File: config.mk
export PLATFORM = sky130hd
export DESIGN_NAME = alu_sequencer
export DESIGN_NICKNAME = d
export VERILOG_FILES = /design/src/rtl/alu_sequencer.sv
export SDC_FILE = /design/constraint.sdc
export NUM_CORES = 1
export LEC_CHECK = 0
export BUFFER_PORTS_ARGS = -buffer_cell sky130_fd_sc_hd__buf_2
export CORE_MARGIN = 3
export CORE_UTILIZATION = 48
export CTS_CLUSTER_SIZE = 20
export DETAILED_ROUTE_END_ITERATION = 16
export GPL_TIMING_DRIVEN = 0
export PLACE_DENSITY = 0.81
export SYNTH_ARGS = -nofsm -noshare
export SYNTH_HDL_FRONTEND = slang
export SYNTH_SLANG_ARGS = --single-unit
export TNS_END_PERCENT = 10
File: constraint.sdc
create_clock -name CLKb -period 4.9 [get_ports CLKb]
set_input_delay 0.245 -clock CLKb [delete_from_list [all_inputs] [get_ports CLKb]]
set_output_delay 0.245 -clock CLKb [all_outputs]
set_load 0.01 [all_outputs]
File: src/rtl/alu_sequencer.sv
// Control sequencer for the multi-state ALU datapath: latches one instruction per
// EXEC handshake and steps T1..T4 on the falling clock edge, decoding bus/ALU strobes.
module alu_sequencer #(
    parameter int OPC_W  = 4,
    parameter int RSEL_W = 3
) (
    input  logic                          CLKb,
    input  logic                          RSTb,
    input  logic                          EXEC,
    input  logic [OPC_W+2*RSEL_W-1:0]     INSTR,
    output logic [2**RSEL_W-1:0]          Rin,
    output logic [2**RSEL_W-1:0]          Rout,
    output logic                          Ain,
    output logic                          Gin,
    output logic                          Gout,
    output logic [OPC_W-1:0]              FN,
    output logic                          EXTRN,
    output logic                          Busy,
    output logic                          Done,
    output logic                          Illegal
);

    localparam int IW = OPC_W + 2 * RSEL_W;
    localparam int NR = 2 ** RSEL_W;

    localparam logic [OPC_W-1:0] OP_LOAD = OPC_W'(0);
    localparam logic [OPC_W-1:0] OP_MOV  = OPC_W'(1);
    localparam logic [OPC_W-1:0] OP_ADD  = OPC_W'(2);
    localparam logic [OPC_W-1:0] OP_SUB  = OPC_W'(3);
    localparam logic [OPC_W-1:0] OP_AND  = OPC_W'(4);
    localparam logic [OPC_W-1:0] OP_OR   = OPC_W'(5);

    typedef enum logic [2:0] {
        S_IDLE,
        S_T1,
        S_T2,
        S_T3,
        S_T4
    } state_t;

    state_t            state;
    logic [IW-1:0]     ir;
    logic [OPC_W-1:0]  opc;
    logic [RSEL_W-1:0] rx;
    logic [RSEL_W-1:0] ry;
    logic              is_alu;
    logic [OPC_W-1:0]  alu_fn;

    assign opc = ir[IW-1 -: OPC_W];
    assign rx  = ir[2*RSEL_W-1 -: RSEL_W];
    assign ry  = ir[RSEL_W-1:0];

    function automatic logic [NR-1:0] sel(input logic [RSEL_W-1:0] r);
        sel    = '0;
        sel[r] = 1'b1;
    endfunction

    always_comb begin
        is_alu = 1'b1;
        alu_fn = '0;
        case (opc)
            OP_ADD:  alu_fn = OPC_W'(4'b0001);
            OP_SUB:  alu_fn = OPC_W'(4'b0010);
            OP_AND:  alu_fn = OPC_W'(4'b0100);
            OP_OR:   alu_fn = OPC_W'(4'b1000);
            default: is_alu = 1'b0;
        endcase
    end

    // NOTE: sequential state uses non-blocking assignments so every register
    // samples pre-edge values, independent of statement order.
    always_ff @(negedge CLKb or negedge RSTb) begin
        if (!RSTb) begin
            state <= S_IDLE;
            ir    <= '0;
        end else begin
            case (state)
                S_IDLE: if (EXEC) begin
                    ir    <= INSTR;
                    state <= S_T1;
                end
                S_T1:    state <= is_alu ? S_T2 : S_IDLE;
                S_T2:    state <= S_T3;
                S_T3:    state <= S_T4;
                S_T4:    state <= S_IDLE;
                default: state <= S_IDLE;
            endcase
        end
    end

    // Decode from state and IR only; the async reset forces IDLE, so every
    // strobe drops the moment RSTb goes low.
    // NOTE: every output gets a default before the case so no latch is inferred.
    always_comb begin
        Rin     = '0;
        Rout    = '0;
        Ain     = 1'b0;
        Gin     = 1'b0;
        Gout    = 1'b0;
        FN      = '0;
        EXTRN   = 1'b0;
        Done    = 1'b0;
        Illegal = 1'b0;
        Busy    = (state != S_IDLE);
        case (state)
            S_T1: begin
                if (is_alu) begin
                    Rout = sel(rx);
                    Ain  = 1'b1;
                end else if (opc == OP_LOAD) begin
                    EXTRN = 1'b1;
                    Rin   = sel(rx);
                    Done  = 1'b1;
                end else if (opc == OP_MOV) begin
                    Rout = sel(ry);
                    Rin  = sel(rx);
                    Done = 1'b1;
                end else begin
                    Done    = 1'b1;
                    Illegal = 1'b1;
                end
            end
            S_T2: begin
                Rout = sel(ry);
                Ain  = 1'b1;
                FN   = alu_fn;
            end
            S_T3: Gin = 1'b1;
            S_T4: begin
                Gout = 1'b1;
                Rin  = sel(rx);
                Done = 1'b1;
            end
            default: ;
        endcase
    end

endmodule

==> results of run 1 <==
==> cells by family after synthesis <==
family / synth area share
simple gates: 0.354
compound gates: 0.103
flops: 0.368
mux: 0.115
buf+inv: 0.0410
xor+xnor: 0.0198
==> Yosys cell counts (all sizes together) <==
cell type	n	share of area
a31oi	1	0.0071
a21boi	1	0.0085
or3b	2	0.020
dfrtn	13	0.37
nand2b	4	0.028
xor2	1	0.0099
nand2	6	0.025
xnor2	1	0.0099
nand3b	4	0.034
o21a	1	0.0085
and3	1	0.0071
nor4	6	0.042
nor3	1	0.0057
o22ai	8	0.057
clkbuf	2	0.0085
nor2b	2	0.014
nor2	6	0.025
nand3	2	0.011
nor4b	5	0.050
a21oi	2	0.011
or4b	1	0.016
inv	1	0.0042
nand4b	1	0.0099
or3	2	0.014
mux2	9	0.11
nor3b	2	0.030
or2	1	0.0071
o21ai	2	0.011
buf	5	0.028
and2	2	0.014
==> where the power goes <==
part           internal, uW  switching [uW]
Combinational           168             204
Clock                  30.3            37.0
Sequential              160            52.2
Total                   358             293
==> flip-flops by register name, summed over array words and instances, names as in the netlist <==
signal,flops
ir,10
state,3
==> metrics by stage <==
step | util | total power [uW] | hold WS [ns] | setup WS, ns | instance area, sq um
floorplan | - | 478 | 0.493 | 0.752 | 885
CTS | 0.706 | 650 | 0.517 | 0.227 | 1140
global route | 0.706 | 701 | 0.561 | 0.105 | 1140
detailed placement | 0.689 | 582 | 0.515 | 0.550 | 1110
finish | 0.706 | 651 | 0.521 | 0.172 | 1140
global placement | 0.689 | 563 | 0.516 | 0.581 | 1110
==> area by class of cell <==
class	count	area, sq um
Timing Repair Buffer	39	195
Buffer	7	32.5
Clock buffer	3	22.5
Inverter	1	3.75
Tap cell	24	30.0
Sequential cell	13	325
Multi-Input combinational cell	74	523
Clock inverter	1	5.00
Fill cell	121	474
==> per-layer routing <==
metal,wire (microns),vias up,track usage,part of all wire
li1,-,439,-,-
met1,946,425,0.233,0.42
met2,1190,31,0.355,0.53
met4,7,0,0.0521,0.0031
met5,0,-,0,0
met3,122,2,0.0612,0.054
==> worst max-delay path, cell delays in order, from the launching register on <==
cell	delay [ns]
dfrtn_1	0.32
buf_2	0.17
nor3_1	0.43
a21boi_1	0.28
nor4b_1	0.36
buf_2	0.20
==> final timing paths <==
path / slack [ns] / cells past startpoint / to
setup reg to reg: 3.17 / 3 / ir[7]$_DFFE_NN0P_
max in group asynchronous: 2.47 / 1 / ir[3]$_DFFE_NN0P_
setup / recovery: 0.17 / 5 / Rin[3]
hold reg to reg: 0.52 / 1 / ir[3]$_DFFE_NN0P_
hold / removal: 0.52 / 1 / ir[3]$_DFFE_NN0P_
min in group asynchronous: 2.17 / 1 / state[2]$_DFFE_NN0P_
==> impl_metrics.py, run 1 <==
metrics = {
    "floorplanning": {
        "dieArea_sq_um": 2390,
        "die_w_microns": 48.9,
        "coreArea_sq_um": 1610,
        "fp.dieH_microns": 48.9,
        "std_cell_rows": 14,
        "initial_core_util": 0.549,
        "num_io_pins": 40,
    },
    "placed_design": {
        "dp.final_hpwl_microns": 1750,
        "dp_cells": 158,
        "port-buffer-count": 39,
        "gp_congestion": 0.786,
    },
    "global_routing": {
        "grt_max_degree": 14,
        "grt_usage": 0.201,
        "grt_overflow_total": 0,
        "grt_pass1_vias": 879,
        "antenna_found_initial": 0,
        "grt_pass1_wl_microns": 3880,
    },
    "synthesis": {
        "ys_warn_count": 0,
        "synth.cell_area_sq_um": 885,
        "synth.distinct_cells": 31,
        "synth_nets": 108,
        "avgSynthCellArea_sq_um": 9.31,
        "synthCells": 95,
        "ys_seq_area_frac": 0.368,
        "synth_seq_cells": 13,
    },
    "critical_path": {
        "endpoint_kind": "output port",
        "cp-startpoint": "ir[9]$_DFFE_NN0P_",
        "worstPathRequired_ns": 4.66,
        "worstReg2RegStart": "state[2]$_DFFE_NN0P_",
        "arrival_ns": 4.48,
        "crit_fanout": 10,
        "crit_type": "reg -> out",
        "start_kind": "register",
    },
    "clock_tree": {
        "holdBufCountCts": 0,
        "insertion_delay_ns": 0.28,
        "clockRootBuffer": "clkbuf_4",
        "numCtsBuffers": 3,
        "cts_resized": 0,
        "cts_tree": "yes",
        "path_clk_slew_ns": 0.05,
        "cts_sinks": 13,
        "cts_setup_buffers": 0,
        "cts_htree_levels": 1,
        "ctsLongestPathBuffers": 2,
    },
    "timing": {
        "finClkSkew_ns": 0.00513,
        "finalHoldViolCount": 0,
        "setup_tns_ns": 0,
        "worst_pin_slew_ns": 0.659,
        "rsz0062_at_grt": "false",
        "setup_viol": 0,
        "maxSlewHeadroom": 0.558,
        "drv_slew": 0,
    },
    "detailed_routing": {
        "final_antenna_net_count": 0,
        "wire_per_inst_microns": 14.0,
        "routed_wl_microns": 2270,
        "drc": 0,
        "drt_first_pass_iters": 4,
        "via_count": 897,
        "first_iter_violations": 31,
        "via_per_inst": 5.54,
    },
    "cells_and_area": {
        "stdcell_count": 162,
        "mostFrequentLayoutCells": "buf_2, dfrtn_1, mux2_2",
        "area.growth.synth_to_final_pct": 28.6,
        "diodes": 0,
        "final_nets": 152,
        "drive_gt1_frac": 0.449,
        "layout_commonest_cell": "buf_2",
    },
    "power_and_ir_drop": {
        "power.density_nw_per_um2": 573,
        "p_leak_uw": 0.000548,
        "ir_drop_uv": 332,
    },
    "worst_hold_path": {
        "hp-class": "reg -> reg",
        "hp-start": "ir[3]$_DFFE_NN0P_",
    },
    "run_status": {
        "outcome": "complete, no violations",
    },
    "flow_run": {
        "maxCapViolCount": 0,
    },
}
(Power assumes the default switching activity.)
==> run 2: changes to the inputs <==
--- a/config.mk
+++ b/config.mk
@@ -6,12 +6,14 @@
 export NUM_CORES = 1
 export LEC_CHECK = 0
 export BUFFER_PORTS_ARGS = -buffer_cell sky130_fd_sc_hd__buf_2
-export CORE_MARGIN = 3
-export CORE_UTILIZATION = 48
+export CELL_PAD_IN_SITES_DETAIL_PLACEMENT = 1
+export CELL_PAD_IN_SITES_GLOBAL_PLACEMENT = 1
+export CORE_UTILIZATION = 35
 export CTS_CLUSTER_SIZE = 20
 export DETAILED_ROUTE_END_ITERATION = 16
 export GPL_TIMING_DRIVEN = 0
-export PLACE_DENSITY = 0.81
+export PLACE_DENSITY_LB_ADDON = 0.1
+export SKIP_LAST_GASP = 1
 export SYNTH_ARGS = -nofsm -noshare
 export SYNTH_HDL_FRONTEND = slang
 export SYNTH_SLANG_ARGS = --single-unit
==> impl_metrics.py, run 2 (synthesized netlist as in run 1, its figures left out) <==
metrics = {
    "critical_path": {
        "worstReg2RegStart": "state[2]$_DFFE_NN0P_",
        "worstPathRequired_ns": 4.66,
        "crit_chain": "nor3b_4 > or4b_4 > o22ai_1 > buf_2",
        "endpoint_kind": "output port",
        "start_kind": "register",
        "max_stage_delay_ns": 0.53,
        "crit_slowest_cell": "or4b_4",
        "worst-r2r-cell-count": 3,
        "r2r_slack_ns": 3.14,
        "cp_num_buf_inv": 1,
        "crit_fanout": 7,
        "critPathTopFamily": "simple AND/OR/NAND/NOR gates",
        "arrival_ns": 4.41,
        "crit_type": "reg -> out",
        "r2r-end": "ir[2]$_DFFE_NN0P_",
    },
    "cells_and_area": {
        "num-fill-cells": 297,
        "largest_reg_flops": 10,
        "mostFrequentLayoutCells": "buf_2, dfrtn_1, mux2_2",
        "layout_commonest_cell": "buf_2",
        "drive_gt1_frac": 0.449,
        "multi_input_area_sq_um": 523,
        "top_register": "ir",
        "area.growth.synth_to_final_pct": 29.1,
        "regArea_sq_um": 325,
        "diodes": 0,
        "final_nets": 152,
        "fin_util": 0.497,
        "largestRegisters": "ir x10, state x3",
    },
    "timing": {
        "rsz0062_at_grt": "false",
        "hold_ws_ns": 0.522,
        "finalHoldViolCount": 0,
        "setup_viol": 0,
        "maxSlewHeadroom": 0.556,
        "worst_pin_slew_ns": 0.662,
        "finClkSkew_ns": 0.00139,
        "setup_tns_ns": 0,
        "drv_slew": 0,
    },
    "clock_tree": {
        "cts_resized": 0,
        "cts_sinks": 13,
        "path_clk_slew_ns": 0.06,
        "insertion_delay_ns": 0.29,
        "clockRootBuffer": "clkbuf_4",
        "ctsLongestPathBuffers": 2,
        "numCtsBuffers": 3,
        "cts_htree_levels": 1,
        "holdBufCountCts": 0,
        "cts_setup_buffers": 0,
        "cts_tree": "yes",
    },
    "floorplanning": {
        "coreArea_sq_um": 2300,
        "std_cell_rows": 17,
        "dieArea_sq_um": 2730,
        "num_io_pins": 40,
        "fp.dieH_microns": 52.3,
        "die_w_microns": 52.3,
        "initial_core_util": 0.385,
    },
    "detailed_routing": {
        "via_count": 879,
        "routed_wl_microns": 2350,
        "drt_first_pass_iters": 4,
        "final_antenna_net_count": 0,
        "via_per_inst": 5.30,
        "drc": 0,
        "wire_per_inst_microns": 14.2,
        "first_iter_violations": 9,
    },
    "run_status": {
        "outcome": "complete, no violations",
    },
    "power_and_ir_drop": {
        "power_frac_comb": 0.566,
        "power.density_nw_per_um2": 573,
        "power.switching_uw": 297,
        "p_int_uw": 358,
        "p_leak_uw": 0.000548,
        "clock_power_share": 0.107,
        "pwr-share-seq": 0.327,
        "sw_frac_of_total": 0.453,
        "ir_drop_uv": 327,
    },
    "worst_hold_path": {
        "whs_endpoint": "ir[5]$_DFFE_NN0P_",
        "hold_depth": 1,
        "hp-class": "reg -> reg",
        "hp-start": "ir[5]$_DFFE_NN0P_",
    },
    "flow_run": {
        "maxCapViolCount": 0,
    },
    "placed_design": {
        "dp.final_hpwl_microns": 1850,
        "gp_congestion": 0.720,
        "port-buffer-count": 39,
    },
    "global_routing": {
        "grt_pass1_vias": 827,
        "grt_usage": 0.195,
        "grt_overflow_total": 0,
        "antenna_found_initial": 0,
        "grt_max_degree": 14,
        "grt_pass1_wl_microns": 3880,
    },
}
run 2: cell counts in the layout (fill, tap and decap cells not counted):
Identical to the previous run, type by type.
run 2: layout make-up:
type                    instances  area share
inverters                       1     0.00329
clock buffers                   3      0.0197
well taps                      28      0.0307
clock inverters                 1     0.00438
repair buffers                 39       0.171
multi-input cells              74       0.458
plain buffers                   7      0.0285
flip-flops and latches         13       0.285
run 2: worst register-to-register path, cell delays in order, from the launching register on:
cell and delay [ns]:
dfrtn_1 0.44, nor4b_1 0.49, buf_2 0.32, mux2_2 0.36
run 2: worst max-delay path by stage:
stage                               startpoint  cells past startpoint  endpoint  slack [ns]
after floorplan           state[0]$_DFFE_NN0P_                      3   Rout[1]        0.75
after global placement    state[0]$_DFFE_NN0P_                      4   Rout[1]        0.58
after detailed placement  state[0]$_DFFE_NN0P_                      4   Rout[4]        0.57
after CTS                 state[0]$_DFFE_NN0P_                      4   Rout[4]        0.24
after global routing      state[0]$_DFFE_NN0P_                      4   Rout[5]        0.11
final                     state[0]$_DFFE_NN0P_                      4   Rout[4]        0.24
run 2: power by group through the flow:
stage | sequential, uW | clock, uW | combinational (uW)
after floorplan | 200 | 0 | 278
after global placement | 211 | 0 | 361
after detailed placement | 218 | 0 | 372
after CTS | 215 | 74.0 | 373
after global routing | 224 | 74.8 | 411
final | 214 | 69.9 | 371
run 2: metrics by stage:
step	cells	area (sq um)	power (uW)	setup slack [ns]
6_report	166	1140	655	0.243
5_1_grt	166	1140	711	0.111
4_1_cts	166	1140	663	0.244
3_5_place_dp	162	1110	590	0.571
3_3_place_gp	162	1110	572	0.578
2_1_floorplan	95	885	478	0.752
run 2: layer usage:
layer	wire length, microns	share of wire	GRT usage	vias up
li1	-	-	-	442
met1	1080	0.46	0.248	410
met2	1120	0.48	0.318	22
met3	116	0.049	0.0638	5
met4	35	0.015	0.0482	0
met5	0	0	0	-
